File: config.mk
export PLATFORM = sky130hd
export DESIGN_NAME = commit_orderer
export DESIGN_NICKNAME = d
export VERILOG_FILES = /design/src/rtl/commit_orderer.sv
export SDC_FILE = /design/constraint.sdc
export NUM_CORES = 1
export LEC_CHECK = 0
export ABC_AREA = 1
export BUFFER_PORTS_ARGS = -buffer_cell sky130_fd_sc_hd__buf_2
export CAP_MARGIN = 0
export CORE_MARGIN = 4
export CORE_UTILIZATION = 40
export CTS_CLUSTER_DIAMETER = 80
export DETAILED_ROUTE_END_ITERATION = 10
export SYNTH_ARGS = -nofsm -noshare
export SYNTH_HDL_FRONTEND = slang
export SYNTH_SLANG_ARGS = --single-unit
File: constraint.sdc
create_clock -name clk -period 7.25 [get_ports clk]
set_clock_uncertainty 0.05 [all_clocks]
set_input_delay 1.45 -clock clk [delete_from_list [all_inputs] [get_ports clk]]
set_output_delay 1.45 -clock clk [all_outputs]
set_load 0.02 [all_outputs]
File: src/rtl/commit_orderer.sv
// ============================================================================
// Module   : commit_orderer
// Purpose  : In-order retirement buffer for two-slot issue bundles with
//            out-of-order completion capture.
// Config   : COMMIT_BYPASS_EN - same-cycle completion-to-retire bypass
// Revision : 1.0 - initial release
// ============================================================================
`default_nettype none

package commit_orderer_pkg;
    typedef struct packed {
        logic [31:0] XLEN;
    } cvw_t;
    localparam cvw_t CVW_DEFAULT = '{XLEN: 32'd32};
endpackage

module commit_orderer #(
    parameter commit_orderer_pkg::cvw_t P     = commit_orderer_pkg::CVW_DEFAULT,
    parameter int                       DEPTH = 4
) (
    input  logic                       clk,
    input  logic                       reset_n,
    input  logic                       DispValid,
    input  logic                       DispExp0,
    input  logic                       DispExp1,
    output logic                       DispReady,
    output logic [$clog2(DEPTH)-1:0]   DispTag,
    input  logic                       CmpValid,
    input  logic [$clog2(DEPTH)-1:0]   CmpTag,
    input  logic                       CmpOrder,
    input  logic [4:0]                 CmpRd,
    input  logic [P.XLEN-1:0]          CmpResult,
    output logic                       Ret0Valid,
    output logic                       Ret1Valid,
    output logic [4:0]                 Ret0Rd,
    output logic [4:0]                 Ret1Rd,
    output logic [P.XLEN-1:0]          Ret0Result,
    output logic [P.XLEN-1:0]          Ret1Result,
    output logic                       CmpErr,
    input  logic                       Flush,
    output logic [$clog2(DEPTH):0]     Occupancy
);

    localparam int          TW        = $clog2(DEPTH);
    localparam int          XLEN      = int'(P.XLEN);
    localparam logic [TW:0] c_PTR_ONE = {{TW{1'b0}}, 1'b1};

    logic [TW:0]       r_head;
    logic [TW:0]       r_tail;
    logic [DEPTH-1:0]  r_valid;
    logic [DEPTH-1:0]  r_exp0;
    logic [DEPTH-1:0]  r_exp1;
    logic [DEPTH-1:0]  r_done0;
    logic [DEPTH-1:0]  r_done1;
    logic [DEPTH-1:0]  r_ret0;
    logic [DEPTH-1:0]  r_ret1;
    logic              r_cmperr;
    logic [4:0]        r_rd0  [DEPTH];
    logic [4:0]        r_rd1  [DEPTH];
    logic [XLEN-1:0]   r_res0 [DEPTH];
    logic [XLEN-1:0]   r_res1 [DEPTH];

    logic [TW-1:0]     w_hidx;
    logic [TW-1:0]     w_tidx;
    logic              w_full;
    logic              w_alloc;
    logic              w_cmp_exp;
    logic              w_cmp_ok;
    logic              w_byp0;
    logic              w_byp1;
    logic              w_d0;
    logic              w_d1;
    logic              w_ret0;
    logic              w_ret1;
    logic              w_free;

    assign w_hidx    = r_head[TW-1:0];
    assign w_tidx    = r_tail[TW-1:0];
    assign w_full    = (w_hidx == w_tidx) && (r_head[TW] != r_tail[TW]);

    assign DispReady = ~w_full;
    assign DispTag   = w_tidx;
    assign Occupancy = r_tail - r_head;
    assign CmpErr    = r_cmperr;

    assign w_alloc   = DispValid & ~w_full & (DispExp0 | DispExp1) & ~Flush;

    // The tail entry is never valid when an allocation can happen, so a
    // completion aimed at a just-allocated entry falls out as invalid here.
    assign w_cmp_exp = CmpOrder ? (r_exp1[CmpTag] & ~r_done1[CmpTag])
                                : (r_exp0[CmpTag] & ~r_done0[CmpTag]);
    assign w_cmp_ok  = CmpValid & ~Flush & r_valid[CmpTag] & w_cmp_exp;

`ifdef COMMIT_BYPASS_EN
    assign w_byp0 = w_cmp_ok & (CmpTag == w_hidx) & ~CmpOrder;
    assign w_byp1 = w_cmp_ok & (CmpTag == w_hidx) &  CmpOrder;
`else
    assign w_byp0 = 1'b0;
    assign w_byp1 = 1'b0;
`endif

    assign w_d0   = r_done0[w_hidx] | w_byp0;
    assign w_d1   = r_done1[w_hidx] | w_byp1;

    // Slot 1 may only leave once slot 0 is absent, already gone, or leaving now.
    assign w_ret0 = ~Flush & r_valid[w_hidx] & r_exp0[w_hidx] & w_d0 & ~r_ret0[w_hidx];
    assign w_ret1 = ~Flush & r_valid[w_hidx] & r_exp1[w_hidx] & w_d1 & ~r_ret1[w_hidx]
                  & (~r_exp0[w_hidx] | r_ret0[w_hidx] | w_ret0);
    assign w_free = ~Flush & r_valid[w_hidx]
                  & (~r_exp0[w_hidx] | r_ret0[w_hidx] | w_ret0)
                  & (~r_exp1[w_hidx] | r_ret1[w_hidx] | w_ret1);

    assign Ret0Valid  = w_ret0;
    assign Ret1Valid  = w_ret1;
    assign Ret0Rd     = w_ret0 ? (w_byp0 ? CmpRd     : r_rd0[w_hidx])  : 5'd0;
    assign Ret1Rd     = w_ret1 ? (w_byp1 ? CmpRd     : r_rd1[w_hidx])  : 5'd0;
    assign Ret0Result = w_ret0 ? (w_byp0 ? CmpResult : r_res0[w_hidx]) : '0;
    assign Ret1Result = w_ret1 ? (w_byp1 ? CmpResult : r_res1[w_hidx]) : '0;

    always_ff @(posedge clk or negedge reset_n) begin
        if (!reset_n) begin
            r_head   <= '0;
            r_tail   <= '0;
            r_valid  <= '0;
            r_exp0   <= '0;
            r_exp1   <= '0;
            r_done0  <= '0;
            r_done1  <= '0;
            r_ret0   <= '0;
            r_ret1   <= '0;
            r_cmperr <= 1'b0;
        end else if (Flush) begin
            r_head   <= '0;
            r_tail   <= '0;
            r_valid  <= '0;
            r_cmperr <= 1'b0;
        end else begin
            r_cmperr <= CmpValid & ~w_cmp_ok;
            if (w_alloc) begin
                r_valid[w_tidx] <= 1'b1;
                r_exp0[w_tidx]  <= DispExp0;
                r_exp1[w_tidx]  <= DispExp1;
                r_done0[w_tidx] <= 1'b0;
                r_done1[w_tidx] <= 1'b0;
                r_ret0[w_tidx]  <= 1'b0;
                r_ret1[w_tidx]  <= 1'b0;
                r_tail          <= r_tail + c_PTR_ONE;
            end
            if (w_cmp_ok) begin
                if (CmpOrder) begin
                    r_done1[CmpTag] <= 1'b1;
                end else begin
                    r_done0[CmpTag] <= 1'b1;
                end
            end
            if (w_ret0) begin
                r_ret0[w_hidx] <= 1'b1;
            end
            if (w_ret1) begin
                r_ret1[w_hidx] <= 1'b1;
            end
            if (w_free) begin
                r_valid[w_hidx] <= 1'b0;
                r_head          <= r_head + c_PTR_ONE;
            end
        end
    end

    // Payload storage is only observed through a valid, done slot.
    always_ff @(posedge clk) begin
        if (w_cmp_ok) begin
            if (CmpOrder) begin
                r_rd1[CmpTag]  <= CmpRd;
                r_res1[CmpTag] <= CmpResult;
            end else begin
                r_rd0[CmpTag]  <= CmpRd;
                r_res0[CmpTag] <= CmpResult;
            end
        end
    end

endmodule

`default_nettype wire
==> impl_metrics.yaml, run 1 <==
grt:
  grt_pass1_vias: 8775
  grt_overflow_total: 0
  antenna_found_initial: 2
  grt_pass1_wl_mm: 50.67
  grt_usage_pct: 16.84
  grt_max_degree: 95
critical_path:
  start_kind: "flop"
  cp.arrival_ps: 3910
  rr_startpoint: "r_head[1]"
  cp_max_fo: 81
  cp-startpoint: "r_head[1]"
  crit_path_end_kind: "output port"
  crit_path_max_incr_delay_ps: 840
  path_cells: "buf_4 -> nand3_1 -> a21oi_4 -> nand4_4 -> a21oi_2 -> buf_2"
  cpMaxStageDelayCell: "buf_4"
  critPathRequiredTime_ps: 5750
  critPathKind: "flop to output port"
sta:
  finalSetupViolations: 0
  slew_headroom_pct: 26.88
  fin_setup_tns_ps: 0
  grt_setup_unrepaired: "no"
  final_max_slew_viol_count: 0
  finalCritPeriodShare_pct: 74.56
  fin_crit_ps: 5406
  hold_viol_final: 0
  worst_pin_slew_ps: 1097
  fmax_mhz: 185.0
synth:
  synth-edff-count: 296
  synth-seq-cells: 331
  async_reset_ff_share_pct: 10.57
  syn_nets: 1241
  synth_cells: 1183
  synth_top_cells_by_count: "nor2_1 (315), edfxtp_1 (296), o21ai_0 (165)"
  yosys.area.top_type: "edfxtp_1"
  ys_warn_count: 0
  yosysTopAreaCellShare_pct: 63.91
  post-synth-top-count-cell: "nor2_1"
  avgSynthCellArea_um2: 11.76
  synth-main-ff-cell: "edfxtp_1"
  synth_area_um2: 13910
  synth_area_leaders: "edfxtp_1 (64%), nor2_1 (8.5%), dfrtp_1 (6.3%), o21ai_0 (5.9%), a21oi_2 (4.2%)"
  ys_types: 28
  synth_seq_area_share_pct: 70.21
floorplan:
  initial_core_util_pct: 40.36
  num_rows: 68
  chipHeight_um: 194.5
  core_area_um2: 34460
  die_w_um: 194.5
  io_pins: 130
  die_area_um2: 37820
finish:
  layout-drive-gt1-share_pct: 21.27
  synthToLayoutAreaGrowth_pct: 15.72
  fin_area_um2: 16100
  final_nets: 1357
cts:
  clkLatencyLatePin_ps: 510
  clkSinkCount: 331
  cts_hold_buf: 0
  clockBufferDepth: 3
  root_buffer: "clkbuf_16"
  cts_tree: "yes"
  cts_resized: 0
  clkTransAtPathRegs_ps: 60
  htree_levels: 2
  cts_setup_buffers: 0
  numCtsBuffers: 37
detailed_routing:
  wire_per_inst_um: 18.45
  drt_first_iter_violations: 569
  via_count: 8959
  vias_per_cell: 5.027
  drt_pre_antenna_iters: 5
  wl_mm: 32.89
  antenna_left: 0
  drc: 0
worst_hold_path:
  hp-start: "r_ret1[1]"
  hp-class: "flop to flop"
run:
  drv_cap: 0
place:
  gp_congestion: 0.8520
  io_buffers: 129
  dp_hpwl_mm: 18.39
  place_area_um2: 14910
pwr:
  p_leak_uw: 0.005933
  worst_ir_drop_vdd_v: 0.0002115
  power.density_nw_per_um2: 300.8
outcome:
  status: "finished clean"
-- where the power goes --
part           leakage [uW]  switching, uW  total, uW  internal [uW]
Combinational       0.00223            657        894            237
Clock              0.000578            730       1800           1070
Sequential          0.00312           36.1       2150           2120
Total               0.00593           1420       4840           3420
-- registers in the layout, indices dropped and copies added (netlist names) --
register	cells
r_rd0	20
r_res0	128
CmpErr	1
r_rd1	20
r_head	3
r_ret1	4
r_res1	128
r_valid	4
r_ret0	4
r_tail	3
r_exp1	4
r_done1	4
r_done0	4
r_exp0	4
-- path summary, 6_finish.rpt --
| path | to | slack, ps | depth (start not counted) |
|---|---|---|---|
| min in group asynchronous | r_valid[2] | 990 | 1 |
| min | r_ret1[1] | 440 | 2 |
| max reg2reg | r_ret1[3] | 4070 | 5 |
| max in group asynchronous | r_head[0] | 5560 | 1 |
| max | Ret0Result[20] | 1840 | 6 |
| min reg2reg | r_ret1[1] | 440 | 2 |
-- critical path: cells and delay by family, from the launching register on --
kind                   cells  cell delay [ps]
buffers and inverters      2             1070
and+or+nand+nor            2             1030
DFF                        1              450
AOI/OAI and AO/OA          2              820
-- placed cells by master (no fill, tap or decap), drive strengths merged, types with 2 or more instances in the layout --
cell and n:
nor2 317, edfxtp 296, o21ai 171, buf 141, nand2 118, a21oi 77, clkbuf 47, inv 44
nand3 37, dfrtp 35, clkinv 15, ha 10, nand4 7, o21a 4, xnor2 2, bufinv 2
-- per-layer routing --
layer	up-vias	part of all wire, %	routed length [um]	track usage (%)
met2	227	48	15760	27.54
li1	4332	-	-	-
met1	4354	45	14830	23.47
met3	42	5.4	1768	3.397
met4	4	1.5	507	3.828
met5	-	0.067	22	0
-- cells by family (layout without fill, tap and decap cells) --
group           after synthesis  in the layout  synth area share (%)
simple gates                480            480                 13.66
compound gates              252            252                 11.08
xor+xnor                      2              2                0.1260
other cells                   0              1                     0
flops                       331            331                 70.21
buf+inv                     107            250                 3.886
fa+ha+maj                    11             11                 1.044
-- metrics by stage --
step | setup slack [ps] | util [%] | std cells | hold WS, ps | power [uW]
after floorplan | 2874 | - | 1183 | 403.0 | 2853
after global placement | 2322 | 43.28 | 1715 | 417.7 | 3095
after detailed placement | 2306 | 43.28 | 1715 | 425.0 | 3099
after CTS | 1765 | 46.70 | 1781 | 448.6 | 4893
after global routing | 1610 | 46.70 | 1781 | 467.0 | 5085
final | 1844 | 46.71 | 1782 | 439.7 | 4841
-- cell type report --
cell class / count / area [um2]
inverters: 43 / 166.4
well taps: 455 / 569.3
clock inverters: 19 / 163.9
clock buffers: 47 / 1015
fillers: 3120 / 18360
diodes: 1 / 2.502
flip-flops and latches: 331 / 9772
multi-input cells: 745 / 3671
repair buffers: 141 / 735.7
Note: power is estimated with default switching activity, not from simulation.
==> run 2: changes to the inputs <==
Settings changed: ABC_AREA 1 to 0.
Clock period 7.25 ns to 5.36 ns, I/O delays scaled along.
==> impl_metrics.yaml, run 2 <==
sta:
  grt_setup_unrepaired: "no"
  worst_pin_slew_ps: 895.8
  hold_viol_final: 0
  slew_headroom_pct: 40.28
  finalCritPeriodShare_pct: 74.10
  fin_crit_ps: 3972
  fmax_mhz: 251.8
  final_max_slew_viol_count: 0
  fin_setup_tns_ps: 0
  finalSetupViolations: 0
  worst_slack_ps: 1388
synth:
  synthMuxAreaShare_pct: 14.67
  synth-compound-area-share_pct: 2.061
  synth-simple-area-share_pct: 5.629
  synth-main-ff-cell: "edfxtp_1"
  yosys.area.top_type: "edfxtp_1"
  synth_fa_ha_area_share_pct: 1.107
  synth_area_leaders: "edfxtp_1 (68%), mux4_2 (14%), dfrtp_1 (6.7%), nor2b_1 (4.0%), ha_1 (0.95%)"
  synth-edff-count: 296
  synth_area_um2: 13120
  yosysTopAreaCellShare_pct: 67.77
  ys_warn_count: 0
  synth_cells: 650
  syn_nets: 708
  ys_types: 35
  synth_top_cells_by_count: "edfxtp_1 (296), nor2b_1 (83), mux4_2 (81)"
  post-synth-top-count-cell: "edfxtp_1"
  async_reset_ff_share_pct: 10.57
  avgSynthCellArea_um2: 20.18
  synth_seq_area_share_pct: 74.45
  synth_top_family_by_area: "multiplexers"
  synth-seq-cells: 331
  synthXorXnorAreaFrac_pct: 0.3339
place:
  dp_hpwl_mm: 16.41
  pre_cts_ws_ps: 1428
  gp_congestion: 0.7737
  place_area_um2: 14360
  io_buffers: 129
  dp.cells: 1204
critical_path:
  path_delay_family: "flip-flops"
  worst-path-stages: 7
  critPathKind: "flop to output port"
  cp-startpoint: "r_head[1]"
  crit_path_end_kind: "output port"
  reg2regPathDepth: 6
  critPathRequiredTime_ps: 4240
  cp.arrival_ps: 2850
  path_cells: "inv_4 -> mux4_2 -> a21oi_1 -> nand3_2 -> buf_4 -> nor2b_1 -> buf_2"
  cpMaxStageDelayCell: "dfrtp_4"
  start_kind: "flop"
  r2r_slack_ps: 2310
  crit_path_max_incr_delay_ps: 640
  rr_startpoint: "r_head[0]"
  r2r_end: "r_exp1[2]"
  critPathBufInv: 3
  cp_max_fo: 28
grt:
  grt_max_degree: 79
  grt_pass1_wl_mm: 42.19
  grt_overflow_total: 0
  antenna_found_initial: 2
  grt_usage_pct: 15.36
  grt_pass1_vias: 6746
pwr:
  worst_ir_drop_vdd_v: 0.0002537
  p_leak_uw: 0.005281
  power.density_nw_per_um2: 345.7
  finalPower_uw: 5318
worst_hold_path:
  whs_path_depth: 2
  hp-start: "r_ret0[0]"
  hold_end: "r_ret0[0]"
  hp-class: "flop to flop"
cts:
  cts_resized: 0
  clkSinkCount: 331
  htree_levels: 2
  numCtsBuffers: 35
  root_buffer: "clkbuf_16"
  cts_hold_buf: 0
  clkTransAtPathRegs_ps: 60
  cts_setup_buffers: 0
  clockBufferDepth: 3
  cts_tree: "yes"
  clkLatencyLatePin_ps: 500
floorplan:
  die_w_um: 189.1
  io_pins: 130
  initial_core_util_pct: 40.41
  die_area_um2: 35750
  core_area_um2: 32450
  chipHeight_um: 189.1
  num_rows: 66
finish:
  largestRegisters: "r_res0 x128, r_res1 x128"
  fin_cells: 1266
  layout_common_cells: "edfxtp_1 (296), buf_2 (129), nor2b_1 (83)"
  final_common_cell: "edfxtp_1"
  fin_area_um2: 15380
  num_antenna_cells: 0
  final_nets: 857
  layout-drive-gt1-share_pct: 35.56
  synthToLayoutAreaGrowth_pct: 17.30
detailed_routing:
  drc: 0
  wire_per_inst_um: 21.62
  antenna_left: 0
  via_count: 6455
  drt_pre_antenna_iters: 5
  drt_first_iter_violations: 511
  vias_per_cell: 5.099
  wl_mm: 27.37
run:
  drv_cap: 0
outcome:
  status: "finished clean"
==> run 2: changes by cell type after synthesis, moves of 9 or more <==
cell and change:
nand3_1 -33, inv_1 -23, mux4_2 +81, nand2b_1 +9
buf_6 -9, buf_1 -10, nor2_1 -302, a21oi_2 -67
o21ai_0 -161, nor2b_1 +83, o2bb2ai_1 +9, nand2_1 -103
==> run 2: cell families after synthesis <==
kind of cell | Yosys count
mux | 90
simple gates | 129
compound gates | 33
fa+ha+maj | 11
xor+xnor | 5
buf+inv | 51
flops | 331
==> run 2: how the worst max path moves through the flow <==
| stage | end |
|---|---|
| 4_1_cts | Ret1Result[29] |
| 3_5_place_dp | r_res0[1][17] |
| 2_1_floorplan | r_rd1[0][0] |
| 6_report | Ret1Result[20] |
| 5_1_grt | Ret1Result[14] |
| 3_3_place_gp | r_res0[1][18] |
==> run 2: through the flow <==
| stage | hold WS (ps) | utilization [%] |
|---|---|---|
| finish | 440.0 | 47.40 |
| floorplan | 400.5 | - |
| detailed placement | 424.5 | 44.24 |
| global placement | 416.7 | 44.24 |
| global route | 466.5 | 47.40 |
| CTS | 437.0 | 47.40 |
==> run 2: report_power, final <==
part	total, uW	switching [uW]	internal (uW)
Clock	2170	942	1230
Sequential	2860	24.7	2840
Combinational	288	152	136
==> run 2: worst register-to-register path: stages, from the launching register on <==
cell     delay (ps)
dfrtp_4         490
buf_12          510
ha_1            380
a31oi_1         580
nor2b_1         280
nand2_1         280
mux2_2          360
==> run 2: per-layer routing <==
metal / share of wire (%) / track usage (%) / vias up
met5: 0.077 / 0 / -
met2: 47 / 23.60 / 188
met1: 45 / 22.71 / 3357
li1: - / - / 2867
met3: 6.5 / 3.706 / 39
met4: 1.6 / 3.223 / 4
==> run 2: final cells by class <==
class / instances / area (um2)
inverters: 19 / 73.82
repair buffers: 144 / 770.7
fillers: 2715 / 17070
well taps: 442 / 553.0
clock buffers: 47 / 930.9
multi-input cells: 268 / 3188
clock inverters: 15 / 95.09
flip-flops and latches: 331 / 9772
